**src/rtl/dispatch_buffer_pkg.sv**
```systemverilog
// Shared definitions for the dispatch buffer: queue codes, ctrl field layout
// and packet sizing used by the decode-to-issue path.
package dispatch_buffer_pkg;

  typedef enum logic [1:0] {
    QUEUE_NONE = 2'b00,
    QUEUE_MEMQ = 2'b01,
    QUEUE_ALUQ = 2'b10,
    QUEUE_ILL  = 2'b11
  } queue_e;

  localparam int CTRL_VALID_BIT = 0;
  localparam int CTRL_QUEUE_LSB = 1;
  localparam int CTRL_QUEUE_MSB = 2;
  localparam int CTRL_PRY_LSB   = 3;
  localparam int CTRL_PRY_MSB   = 4;

  localparam int UOP_W  = 7;
  localparam int REGS_W = 15;
  localparam int FUNC_W = 10;
  localparam int CTRL_W = 5;
  localparam int IMM_W  = 32;

  function automatic int pkt_width(input int width_brm);
    return UOP_W + REGS_W + FUNC_W + CTRL_W + IMM_W + width_brm;
  endfunction

  function automatic queue_e ctrl_queue(input logic [CTRL_W-1:0] ctrl);
    return queue_e'(ctrl[CTRL_QUEUE_MSB:CTRL_QUEUE_LSB]);
  endfunction

endpackage

```
**src/rtl/dispatch_buffer_if.sv**
```systemverilog
// Decode-side packet bus plus the two issue-queue handshakes of the dispatch buffer.
// The slave modport is the buffer's view; master is the surrounding pipeline.
interface dispatch_buffer_if #(
  parameter int WIDTH_BRM = 6,
  parameter int DEPTH     = 4
) ();
  import dispatch_buffer_pkg::*;

  logic [UOP_W-1:0]        i_uop;
  logic [REGS_W-1:0]       i_regs;
  logic [FUNC_W-1:0]       i_func;
  logic [CTRL_W-1:0]       i_ctrl;
  logic [IMM_W-1:0]        i_imm;
  logic [WIDTH_BRM-1:0]    i_brmask;
  logic                    o_stall;
  logic                    i_flush;

  logic                    o_mem_valid;
  logic                    i_mem_ready;
  logic                    o_alu_valid;
  logic                    i_alu_ready;

  logic [UOP_W-1:0]        o_uop;
  logic [REGS_W-1:0]       o_regs;
  logic [FUNC_W-1:0]       o_func;
  logic [CTRL_W-1:0]       o_ctrl;
  logic [IMM_W-1:0]        o_imm;
  logic [WIDTH_BRM-1:0]    o_brmask;
  logic [$clog2(DEPTH):0]  o_count;

  modport slave (
    input  i_uop, i_regs, i_func, i_ctrl, i_imm, i_brmask, i_flush,
    input  i_mem_ready, i_alu_ready,
    output o_stall, o_mem_valid, o_alu_valid,
    output o_uop, o_regs, o_func, o_ctrl, o_imm, o_brmask, o_count
  );

  modport master (
    output i_uop, i_regs, i_func, i_ctrl, i_imm, i_brmask, i_flush,
    output i_mem_ready, i_alu_ready,
    input  o_stall, o_mem_valid, o_alu_valid,
    input  o_uop, o_regs, o_func, o_ctrl, o_imm, o_brmask, o_count
  );

endinterface

```
**src/rtl/dispatch_buffer_fifo_ptr.sv**
```systemverilog
// Wrapping head/tail/count bookkeeping for a power-of-two circular buffer.
// Pushes when full and pops when empty are ignored; clear returns to empty.
module fifo_ptr #(
  parameter int DEPTH = 4
) (
  input  logic                     i_clk,
  input  logic                     i_rst,
  input  logic                     i_push,
  input  logic                     i_pop,
  input  logic                     i_clear,
  output logic [$clog2(DEPTH)-1:0] o_head,
  output logic [$clog2(DEPTH)-1:0] o_tail,
  output logic [$clog2(DEPTH):0]   o_count,
  output logic                     o_full,
  output logic                     o_empty
);

  localparam int AW = $clog2(DEPTH);

  logic [AW-1:0] r_head;
  logic [AW-1:0] r_tail;
  logic [AW:0]   r_count;
  logic          w_push;
  logic          w_pop;

  assign o_full  = (r_count == (AW+1)'(DEPTH));
  assign o_empty = (r_count == '0);
  assign w_push  = i_push && !o_full;
  assign w_pop   = i_pop  && !o_empty;

  // Pointers are exactly AW bits wide, so wrapping at DEPTH is free.
  always_ff @(posedge i_clk) begin
    if (i_rst || i_clear) begin
      r_head  <= '0;
      r_tail  <= '0;
      r_count <= '0;
    end else begin
      if (w_push) r_tail <= r_tail + AW'(1);
      if (w_pop)  r_head <= r_head + AW'(1);
      case ({w_push, w_pop})
        2'b10:   r_count <= r_count + (AW+1)'(1);
        2'b01:   r_count <= r_count - (AW+1)'(1);
        default: r_count <= r_count;
      endcase
    end
  end

  assign o_head  = r_head;
  assign o_tail  = r_tail;
  assign o_count = r_count;

endmodule

```
**src/rtl/dispatch_buffer.sv**
```systemverilog
// In-order buffer between decode and the memory/ALU issue queues. The head
// packet is steered by its ctrl queue field; a blocked head blocks everything.
module dispatch_buffer
  import dispatch_buffer_pkg::*;
#(
  parameter int WIDTH_BRM = 6,
  parameter int DEPTH     = 4
) (
  input  logic              i_clk,
  input  logic              i_rst,
  dispatch_buffer_if.slave  bus
);

  localparam int AW    = $clog2(DEPTH);
  localparam int PKT_W = pkt_width(WIDTH_BRM);

  logic [AW-1:0]    w_head;
  logic [AW-1:0]    w_tail;
  logic [AW:0]      w_count;
  logic             w_full;
  logic             w_empty;

  logic [PKT_W-1:0] r_mem [DEPTH];
  logic [PKT_W-1:0] w_pkt_in;
  logic [PKT_W-1:0] w_pkt_head;

  logic [UOP_W-1:0]     w_head_uop;
  logic [REGS_W-1:0]    w_head_regs;
  logic [FUNC_W-1:0]    w_head_func;
  logic [CTRL_W-1:0]    w_head_ctrl;
  logic [IMM_W-1:0]     w_head_imm;
  logic [WIDTH_BRM-1:0] w_head_brmask;

  queue_e w_in_queue;
  logic   w_enq;
  logic   w_head_is_mem;
  logic   w_mem_valid;
  logic   w_alu_valid;
  logic   w_deq;

  assign w_in_queue = ctrl_queue(bus.i_ctrl);
  assign w_enq      = bus.i_ctrl[CTRL_VALID_BIT] && (w_in_queue != QUEUE_NONE)
                      && !w_full && !bus.i_flush;

  assign w_pkt_in = {bus.i_uop, bus.i_regs, bus.i_func, bus.i_ctrl, bus.i_imm, bus.i_brmask};

  // Storage is deliberately left out of reset; empty-state head fields are don't-care.
  always_ff @(posedge i_clk) begin
    if (w_enq) r_mem[w_tail] <= w_pkt_in;
  end

  assign w_pkt_head = r_mem[w_head];
  assign {w_head_uop, w_head_regs, w_head_func, w_head_ctrl, w_head_imm, w_head_brmask} = w_pkt_head;

  // The illegal code 2'b11 falls through to the ALU path.
  assign w_head_is_mem = (ctrl_queue(w_head_ctrl) == QUEUE_MEMQ);
  assign w_mem_valid   = !w_empty &&  w_head_is_mem;
  assign w_alu_valid   = !w_empty && !w_head_is_mem;
  assign w_deq         = ((w_mem_valid && bus.i_mem_ready) || (w_alu_valid && bus.i_alu_ready))
                         && !bus.i_flush;

  fifo_ptr #(.DEPTH(DEPTH)) u_ptr (
    .i_clk   (i_clk),
    .i_rst   (i_rst),
    .i_push  (w_enq),
    .i_pop   (w_deq),
    .i_clear (bus.i_flush),
    .o_head  (w_head),
    .o_tail  (w_tail),
    .o_count (w_count),
    .o_full  (w_full),
    .o_empty (w_empty)
  );

  assign bus.o_stall     = w_full;
  assign bus.o_mem_valid = w_mem_valid;
  assign bus.o_alu_valid = w_alu_valid;
  assign bus.o_count     = w_count;
  assign bus.o_uop       = w_head_uop;
  assign bus.o_regs      = w_head_regs;
  assign bus.o_func      = w_head_func;
  assign bus.o_ctrl      = w_head_ctrl;
  assign bus.o_imm       = w_head_imm;
  assign bus.o_brmask    = w_head_brmask;

endmodule

```
**src/flat_wrapper.sv**
```systemverilog
// flat-port wrapper written by rule: the top's interface ports become plain ports
module dispatch_buffer_flat import dispatch_buffer_pkg::*;
#(
  parameter int WIDTH_BRM = 6,
  parameter int DEPTH     = 4
)
  (i_clk, i_rst, bus_i_uop, bus_i_regs, bus_i_func, bus_i_ctrl, bus_i_imm, bus_i_brmask, bus_i_flush, bus_i_mem_ready, bus_i_alu_ready, bus_o_stall, bus_o_mem_valid, bus_o_alu_valid, bus_o_uop, bus_o_regs, bus_o_func, bus_o_ctrl, bus_o_imm, bus_o_brmask, bus_o_count);
  dispatch_buffer_if #(.WIDTH_BRM(WIDTH_BRM), .DEPTH(DEPTH)) bus_i ();
  input  logic i_clk;
  input  logic i_rst;
  input wire logic [$bits(bus_i.i_uop)-1:0] bus_i_uop;
  input wire logic [$bits(bus_i.i_regs)-1:0] bus_i_regs;
  input wire logic [$bits(bus_i.i_func)-1:0] bus_i_func;
  input wire logic [$bits(bus_i.i_ctrl)-1:0] bus_i_ctrl;
  input wire logic [$bits(bus_i.i_imm)-1:0] bus_i_imm;
  input wire logic [$bits(bus_i.i_brmask)-1:0] bus_i_brmask;
  input wire logic [$bits(bus_i.i_flush)-1:0] bus_i_flush;
  input wire logic [$bits(bus_i.i_mem_ready)-1:0] bus_i_mem_ready;
  input wire logic [$bits(bus_i.i_alu_ready)-1:0] bus_i_alu_ready;
  output wire logic [$bits(bus_i.o_stall)-1:0] bus_o_stall;
  output wire logic [$bits(bus_i.o_mem_valid)-1:0] bus_o_mem_valid;
  output wire logic [$bits(bus_i.o_alu_valid)-1:0] bus_o_alu_valid;
  output wire logic [$bits(bus_i.o_uop)-1:0] bus_o_uop;
  output wire logic [$bits(bus_i.o_regs)-1:0] bus_o_regs;
  output wire logic [$bits(bus_i.o_func)-1:0] bus_o_func;
  output wire logic [$bits(bus_i.o_ctrl)-1:0] bus_o_ctrl;
  output wire logic [$bits(bus_i.o_imm)-1:0] bus_o_imm;
  output wire logic [$bits(bus_i.o_brmask)-1:0] bus_o_brmask;
  output wire logic [$bits(bus_i.o_count)-1:0] bus_o_count;
  assign bus_i.i_uop = bus_i_uop;
  assign bus_i.i_regs = bus_i_regs;
  assign bus_i.i_func = bus_i_func;
  assign bus_i.i_ctrl = bus_i_ctrl;
  assign bus_i.i_imm = bus_i_imm;
  assign bus_i.i_brmask = bus_i_brmask;
  assign bus_i.i_flush = bus_i_flush;
  assign bus_i.i_mem_ready = bus_i_mem_ready;
  assign bus_i.i_alu_ready = bus_i_alu_ready;
  assign bus_o_stall = bus_i.o_stall;
  assign bus_o_mem_valid = bus_i.o_mem_valid;
  assign bus_o_alu_valid = bus_i.o_alu_valid;
  assign bus_o_uop = bus_i.o_uop;
  assign bus_o_regs = bus_i.o_regs;
  assign bus_o_func = bus_i.o_func;
  assign bus_o_ctrl = bus_i.o_ctrl;
  assign bus_o_imm = bus_i.o_imm;
  assign bus_o_brmask = bus_i.o_brmask;
  assign bus_o_count = bus_i.o_count;
  dispatch_buffer #(.WIDTH_BRM(WIDTH_BRM), .DEPTH(DEPTH)) u_core (.i_clk(i_clk), .i_rst(i_rst), .bus(bus_i));
endmodule
```
**config.mk**
```make
export PLATFORM = sky130hd
export DESIGN_NAME = dispatch_buffer_flat
export DESIGN_NICKNAME = d
export VERILOG_FILES = /design/src/rtl/dispatch_buffer_pkg.sv /design/src/rtl/dispatch_buffer_if.sv /design/src/rtl/dispatch_buffer_fifo_ptr.sv /design/src/rtl/dispatch_buffer.sv /design/src/flat_wrapper.sv
export SDC_FILE = /design/constraint.sdc
export NUM_CORES = 1
export LEC_CHECK = 0
export ABC_AREA = 1
export BUFFER_PORTS_ARGS = -buffer_cell sky130_fd_sc_hd__buf_2
export CORE_ASPECT_RATIO = 1.75
export CORE_MARGIN = 2
export CORE_UTILIZATION = 55
export CTS_CLUSTER_SIZE = 25
export DETAILED_ROUTE_END_ITERATION = 16
export PLACE_DENSITY = 0.85
export SETUP_SLACK_MARGIN = 0.1
export SLEW_MARGIN = 30
export SYNTH_ARGS = -nofsm -noshare
export SYNTH_HDL_FRONTEND = slang
export SYNTH_SLANG_ARGS = --single-unit
```
**constraint.sdc**
```tcl
create_clock -name i_clk -period 10.1 [get_ports i_clk]
set_input_delay 2.02 -clock i_clk [delete_from_list [all_inputs] [get_ports i_clk]]
set_output_delay 2.02 -clock i_clk [all_outputs]
set_load 0.02 [all_outputs]
```
==> Word-level counts from Yosys, hierarchy flattened <==
Memory sizes are Yosys's and may differ from the RTL's. A register that Yosys moved wholly into a read port is not among the register bits.
Cells that the tools add are included.
{ "op_classes": {"n_addsub": 4, "n_mul": 0, "div": 0, "magnitude_cmp": 0, "n_eq_ne": 4, "n_shift": 0, "mux": 5, "bitwise_logic": 0, "n_reduce_logical": 19} }
{ "op_table": {"columns": ["cell", "count"], "rows": [
  ["1-bit logical AND", 10],
  ["3-bit one-hot mux with 2 select lines", 1],
  ["2-bit by 1-bit adder with 2-bit output (second input constant)", 2],
  ["2-bit by 1-bit == test with 1-bit output (second input constant)", 2],
  ["1-bit zero test", 4],
  ["2-bit two-way mux", 2],
  ["2-bit nonzero test", 2],
  ["3-bit by 1-bit adder with 3-bit output (second input constant)", 1],
  ["3-bit == test (second input constant)", 1],
  ["3-bit zero test", 1],
  ["3-bit by 1-bit subtractor with 3-bit output (second input constant)", 1],
  ["2-bit == test (second input constant)", 1],
  ["1-bit logical OR", 2],
  ["1-bit two-way mux", 2]
]} }
{ "totals": {"ff_bits": 7, "latchBits": 0, "mem_bits_rw": 300, "romBits": 0, "out_inout_bits": 81, "mem_count": 1} }
{ "memory_table": {"columns": ["name", "depth", "width", "rd", "rd_ports_with_merged_regs", "wr", "line", "source"], "rows": [
  ["u_core.r_mem", 4, 75, 1, 1, 1, "dispatch_buffer.sv:23", "logic [PKT_W-1:0] r_mem [DEPTH];"]
]} }

==> Depth between registers and ports, before layout <==
Gate-level depths: netlist (run 1).
{ "logic_depth": {"depth_word": 9, "ltp_mapped": 16, "ltp_nobuf": 16} }

==> Hierarchy <==
A second synthesis (run 1) with hierarchy kept.
{ "unflattened": {"hier_cells": 805, "hier_area_um2": 11508.5} }
{ "modules_own_cells": {"columns": ["module", "instances", "cells_each", "area_each_um2"], "rows": [
  ["dispatch_buffer", 1, 750, 11126.9],
  ["fifo_ptr", 1, 55, 381.6]
]} }

==> Worst setup path after synthesis (run 1) <==
No wires, ideal clock.
{ "synth_timing": {"path_kind": "input port to flip-flop", "startpoint": "in bus_i_ctrl[2]", "endpoint": "mem u_core.r_mem[0][0] (netlist name) (enable)", "t_arrival_ns": 5.511, "required_ns": 9.591, "path_slack_ns": 4.080, "stages": 4, "path_buffers": 0, "cell_sequence": "o21ai_0 > nor2_1 > nand2_1 > nor2_1"} }
{ "synth_between": {"elab_chain_cells": 6} }
{ "synth_lines": {"columns": ["item", "line", "source"], "rows": [
  ["start: declaration", "flat_wrapper.sv:14", "input wire logic [$bits(bus_i.i_ctrl)-1:0] bus_i_ctrl;"],
  ["2-bit nonzero test", "dispatch_buffer.sv:42", "assign w_enq = bus.i_ctrl[CTRL_VALID_BIT] && (w_in_queue != QUEUE_NONE)"],
  ["1-bit logical AND", "dispatch_buffer.sv:42", null],
  ["1-bit logical AND (2 in series)", "dispatch_buffer.sv:43", "&& !w_full && !bus.i_flush;"],
  ["1-bit two-way mux", "dispatch_buffer.sv:49", "if (w_enq) r_mem[w_tail] <= w_pkt_in;"],
  ["1-bit two-way mux (not written as such)", "dispatch_buffer.sv:49", null],
  ["end: declaration", "dispatch_buffer.sv:23", null]
]} }
Every way passes these cells.

==> out/results.ini, run 1 <==
[setup_path]
start_kind=flop
rrSetupSlack_ps=6120
critPathKind=reg2out
path_common_cell=nand2_2
crit_fanout=84
required_ps=8080
crit_arrival_ps=3220
slowest_stage=buf_4
r2r-end=u_core.u_ptr.o_count[2]
critPathCaptureType=output pin
r2r_cells=17
path_cells=inv_4 > buf_4 > nand2_1 > nand3_2 > nand2_2 > nand2_2 > a31oi_1 > buf_2
crit_path_max_incr_delay_ps=770

[global_route]
grt-ovfl-total=0
grt_antenna_before_repair=1
grt_usage_pct=20.8
grt_pass1_vias=7100
grt_pass1_wl_um=35700
grt_max_degree=85

[finish]
area_growth_pct=16.2
seq_area_sq_um=9190
stdcell_count=1225
fill_cells=1442
drive_gt1_share_pct=23.0
nets=1040
design_area_sq_um=13400
multiInputGateArea_sq_um=2110

[floorplanning]
core_sq_um=20800
io_pins=161
rows=70
die_h_um=196
start_util_pct=55.6
die_w_um=114
dieArea_sq_um=22200

[placement]
place_congestion=0.749
port_buffers=160
place_area_sq_um=12600
pre_cts_slack_ps=5370
dp_cells=1178
post-dp-hpwl_um=13400

[power]
clkPwrFrac_pct=39.0
power.leakage_uw=0.00473
p_sw_share_pct=19.7
comb_power_share_pct=4.0
cellPowerDensity_nw_per_um2=187
p_seq_share_pct=57.0
p_int_uw=2020
ir_drop_mv=0.232
switchingPower_uw=494
finalPower_uw=2510

[sta]
period_needed_ps=5240
timing_worst_slew_pin_value_ps=878
max_freq_mhz=191
fin_setup_tns_ps=0
skew_ps=8.55
finalSetupViolCount=0
hold_violations=0
slew_viol_final=0
rsz0062_at_grt=no
max-slew-margin-rel_pct=41.5
fin_ws_ps=4860
timing.final.crit_share_pct=51.9

[clocking]
cts_inserted_buffers=26
post_cts_resized=0
htreeDepth=1
holdBufCountCts=0
cts_num_sinks=309
cts_buffer_depth=3
root_buffer=clkbuf_16
cts_tree=yes
post_cts_buffers=0
cts.reportedPaths.clkPinSlew_ps=70
clk_latency_ps=520

[route]
dr.pass1.iters=6
wire_per_inst_um=19.2
wl_um=23500
vias=7002
drtIter0Drc=566
final_antenna_net_count=0
drc=0
via_per_inst=5.72

[worst_hold_path]
hold_path.class=reg2reg
holdCritStartpoint=u_core.u_ptr.o_head[0]
holdPathStages=2

[logic_synthesis]
avgSynthCellArea_sq_um=14.4
synth_xor_area_share_pct=0
syn-instance-count=804
yosysWarnings=0
ys_seq_elements=309
synth.area.mux_share_pct=0
synth_adder_area_share_pct=0.715
synth_top_family_by_area=compound AO/OA/AOI/OAI gates
synth_compound_area_share_pct=11.0
synth_area_sq_um=11500
synth-simple-area-share_pct=6.33
syn_nets=890
yosysSeqAreaShare_pct=79.6
synth.distinct_cells=24

[run_status]
status=finished clean

[flow_run]
drv_cap=0

[layout make-up]
cell class	instances	share of cell area, %
clock buffer	27	5.03
multi-input combinational	425	15.7
timing repair buffer	170	6.52
clock inverter	19	1.23
tap	252	2.35
antenna	1	0.0186
sequential	309	68.5
inverter	22	0.634
[registers in the layout, indices dropped and copies added, names as in the netlist, named ones only]
register / flops
u_core.u_ptr.o_head: 2
u_core.u_ptr.o_count: 3
u_core.u_ptr.o_tail: 2
u_core.r_mem: 300
[cells in the final DEF (no fill, tap or decap), types with 2 or more instances in the layout]
| cell | n |
|---|---|
| clkinv_1 | 10 |
| clkbuf_16 | 27 |
| a21oi_1 | 7 |
| nor2_4 | 4 |
| inv_2 | 4 |
| o22ai_1 | 73 |
| nand2_2 | 5 |
| nand3_1 | 4 |
| nand2_1 | 14 |
| nand3_2 | 2 |
| bufinv_16 | 3 |
| ha_1 | 5 |
| o21ai_0 | 83 |
| dfxtp_1 | 7 |
| o21ai_1 | 69 |
| edfxtp_1 | 300 |
| inv_1 | 17 |
| buf_2 | 160 |
| clkinv_2 | 4 |
| buf_4 | 10 |
| nor2_1 | 153 |
[power groups by stage]
stage                     Combinational, uW  Clock [uW]  Sequential, uW
after CTS                               102         994            1430
after global routing                    110        1040            1430
after detailed placement                101           0            1460
final                                   101         980            1430
after global placement                 98.2           0            1460
after floorplan                        48.8           0            1460
[through the flow]
stage | hold WS (ps) | util [%]
global route | 517 | 64.7
CTS | 479 | 64.7
global placement | 464 | 60.6
finish | 477 | 64.7
floorplan | 449 | -
detailed placement | 469 | 60.6
[kinds of logic (layout without fill, tap and decap cells)]
group / count (synthesis) / count (layout)
adder cells (fa/ha/maj): 6 / 6
AO/OA/AOI/OAI: 234 / 234
buffers and inverters: 70 / 238
AND/OR/NAND/NOR: 185 / 185
other: 0 / 1
flip-flops: 309 / 309
[worst max-delay path: cells and delay by family, from the launching register on]
family,cells,cell delay [ps]
DFF,1,560
buffers and inverters,3,1540
and+or+nand+nor,4,460
AOI/OAI and AO/OA,1,60
[routing by layer]
metal  wire, um  part of all wire (%)  vias to the layer above  global-route usage (%)
li1           -                     -                     3311                       -
met3       1240                   5.3                       52                    2.50
met4        736                   3.1                        0                    8.90
met1       8510                    36                     3387                    23.7
met2      13000                    55                      252                    38.9
met5          0                     0                        -                       0
[Yosys cell counts (all sizes together)]
master	count	area [sq um]
nand4	1	6.26
inv	22	82.6
o22ai	73	457
nor2	157	589
a31oi	1	6.26
a21boi	1	7.51
ha	5	62.6
o21ai	152	761
buf	14	70.1
a21oi	7	35.0
dfxtp	9	180
clkbuf	34	128
edfxtp	300	9010
nand3	6	40.0
nor4	1	6.26
nor3	1	5.00
fa	1	20.0
nand2	19	83.8
[worst max path at each step]
stage	from	end	slack (ps)	cells after the start
floorplan	bus_i_ctrl[2]	u_core.r_mem[0][0]	4080	4
global placement	flop	bus_o_alu_valid	5410	7
detailed placement	flop	bus_o_alu_valid	5370	7
CTS	flop	bus_o_alu_valid	4830	7
global route	flop	bus_o_alu_valid	4590	7
finish	flop	bus_o_mem_valid	4860	8
No activity file was read; power rests on OpenSTA's default activity.
==> run 2, diff against run 1 <==
CORE_UTILIZATION = 51   (was 55)
PLACE_DENSITY = 0.83   (was 0.85)
clock period = 4.3 ns   (was 10.1 ns; I/O delays follow)
==> out/results.ini, run 2 (synthesized netlist as in run 1, its figures left out) <==
[clocking]
post_cts_resized=0  ; unchanged
cts_buffer_depth=3  ; unchanged
cts_num_sinks=309  ; unchanged
holdBufCountCts=0  ; unchanged
cts.reportedPaths.clkPinSlew_ps=70  ; about the same
root_buffer=clkbuf_16
cts_inserted_buffers=26  ; unchanged
cts_tree=yes
htreeDepth=1  ; unchanged
clk_latency_ps=540  ; +20 ps
post_cts_buffers=0  ; unchanged

[finish]
largest_reg_flops=300  ; unchanged
area_growth_pct=17.1
largest_register=u_core.r_mem
drive_gt1_share_pct=23.2  ; +0.16 points
nets=1041  ; +0.096%
design_area_sq_um=13500  ; +0.78%
fill_cells=1685  ; +17%
final_cell_mix=300 x edfxtp_1, 160 x buf_2, 153 x nor2_1
final_common_cell=edfxtp_1

[setup_path]
start_kind=flop
crit_arrival_ps=2590  ; -630 ps
critPathKind=reg2out
r2r_cells=15  ; -2
required_ps=3440  ; -4640 ps
crit_path_max_incr_delay_ps=600  ; -170 ps
rrSetupSlack_ps=1510  ; -4610 ps
r2r-end=u_core.u_ptr.o_count[2]
slowest_stage=buf_4
path_cells=inv_4 > buf_4 > o21ai_1 > o22ai_1 > buf_2
crit_fanout=62  ; -26%
critPathCaptureType=output pin

[sta]
slew_viol_final=0  ; unchanged
finalSetupViolCount=0  ; unchanged
fin_ws_ps=852  ; -4010 ps
timing_worst_slew_pin_value_ps=698  ; -180 ps
skew_ps=21.3  ; +12.7 ps
period_needed_ps=3450
max_freq_mhz=290
rsz0062_at_grt=no
hold_violations=0  ; unchanged
timing.final.crit_share_pct=80.2
max-slew-margin-rel_pct=53.5  ; +12 points

[placement]
place_congestion=0.822  ; +9.9%
pre_cts_slack_ps=1340  ; -4030 ps
port_buffers=160  ; unchanged
post-dp-hpwl_um=14200  ; +5.6%
place_area_sq_um=12700  ; +0.99%

[flow_run]
drv_cap=0  ; unchanged

[power]
power.leakage_uw=0.00474  ; +0.12%
ir_drop_mv=0.368  ; +58%
cellPowerDensity_nw_per_um2=432  ; +130%

[route]
drc=0  ; unchanged
final_antenna_net_count=0  ; unchanged
vias=7114  ; +1.6%
wire_per_inst_um=19.3  ; +0.82%
via_per_inst=5.58  ; -2.3%
drtIter0Drc=605  ; +6.9%
dr.pass1.iters=5  ; -1
wl_um=24600  ; +4.9%

[global_route]
grt_antenna_before_repair=6  ; +5
grt_pass1_wl_um=37100  ; +3.9%
grt_pass1_vias=7152  ; +0.73%
grt-ovfl-total=0  ; unchanged
grt_max_degree=105  ; +24%
grt_usage_pct=20.2  ; -0.66 points

[run_status]
status=finished clean

[floorplanning]
rows=72  ; +2.9%
die_h_um=203  ; +3.8%
dieArea_sq_um=23900  ; +7.6%
io_pins=161  ; unchanged
start_util_pct=52.1  ; -3.5 points
core_sq_um=22200  ; +6.8%
die_w_um=118  ; +3.7%

[worst_hold_path]
hold_path.class=reg2reg
holdPathStages=2  ; unchanged
holdCritStartpoint=u_core.u_ptr.o_head[0]

## run 2: cell types whose count changed in the layout (fill, tap and decap cells not counted)
cell and delta:
clkbuf_1 +7, clkinv_1 -7, buf_12 +5, buf_4 -4, diode_2 +3, bufinv_16 -2, clkbuf_8 +2, clkinv_2 +1
## run 2: metal layers
layer	wire (um)	vias to the layer above	global-route usage [%]
li1	-	3314	-
met1	9140	3469	23.7
met2	13000	260	36.2
met3	1380	67	2.56
met4	1040	4	10.4
met5	27	-	0
## run 2: critical path: cells and delay by family, from the launching register on
| kind | cells | cell delay [ps] |
|---|---|---|
| compound gates | 2 | 370 |
| flops | 1 | 500 |
| buf+inv | 3 | 1120 |
## run 2: worst max-delay path by stage
stage / startpoint / to / slack [ps]
detailed placement: bus_i_ctrl[0] / u_core.r_mem[3][2] / 1340
finish: flop / bus_o_imm[19] / 850
global route: flop / bus_o_uop[4] / 660
CTS: flop / bus_o_uop[3] / 830
floorplan: bus_i_ctrl[2] / u_core.r_mem[0][0] / -560
global placement: bus_i_ctrl[2] / u_core.u_ptr.o_count[2] / 1360
## run 2: layout make-up
class	count	area (sq um)	area share, %
antenna	4	10.0	0.0740
clock buffer	36	729	5.39
clock inverter	11	83.8	0.620
inverter	22	85.1	0.629
multi-input combinational	425	2110	15.6
sequential	309	9190	68.0
tap	296	370	2.74
timing repair buffer	171	946	6.99
## run 2: power by group
group	switching (uW)	internal (uW)	total, uW
Sequential	12.2	3350	3360
Clock	1000	1250	2250
Combinational	164	77.4	242
Total	1180	4670	5850
## run 2: per-stage QoR
stage	instances	utilization (%)	hold slack, ps	setup TNS [ps]	power, uW
after floorplan	804	-	449	-167970	3540
after global placement	1223	57.3	452	0	3660
after detailed placement	1223	57.3	476	0	3670
after CTS	1270	61.0	489	0	5890
after global routing	1274	61.0	510	0	6030
final	1274	61.0	493	0	5850
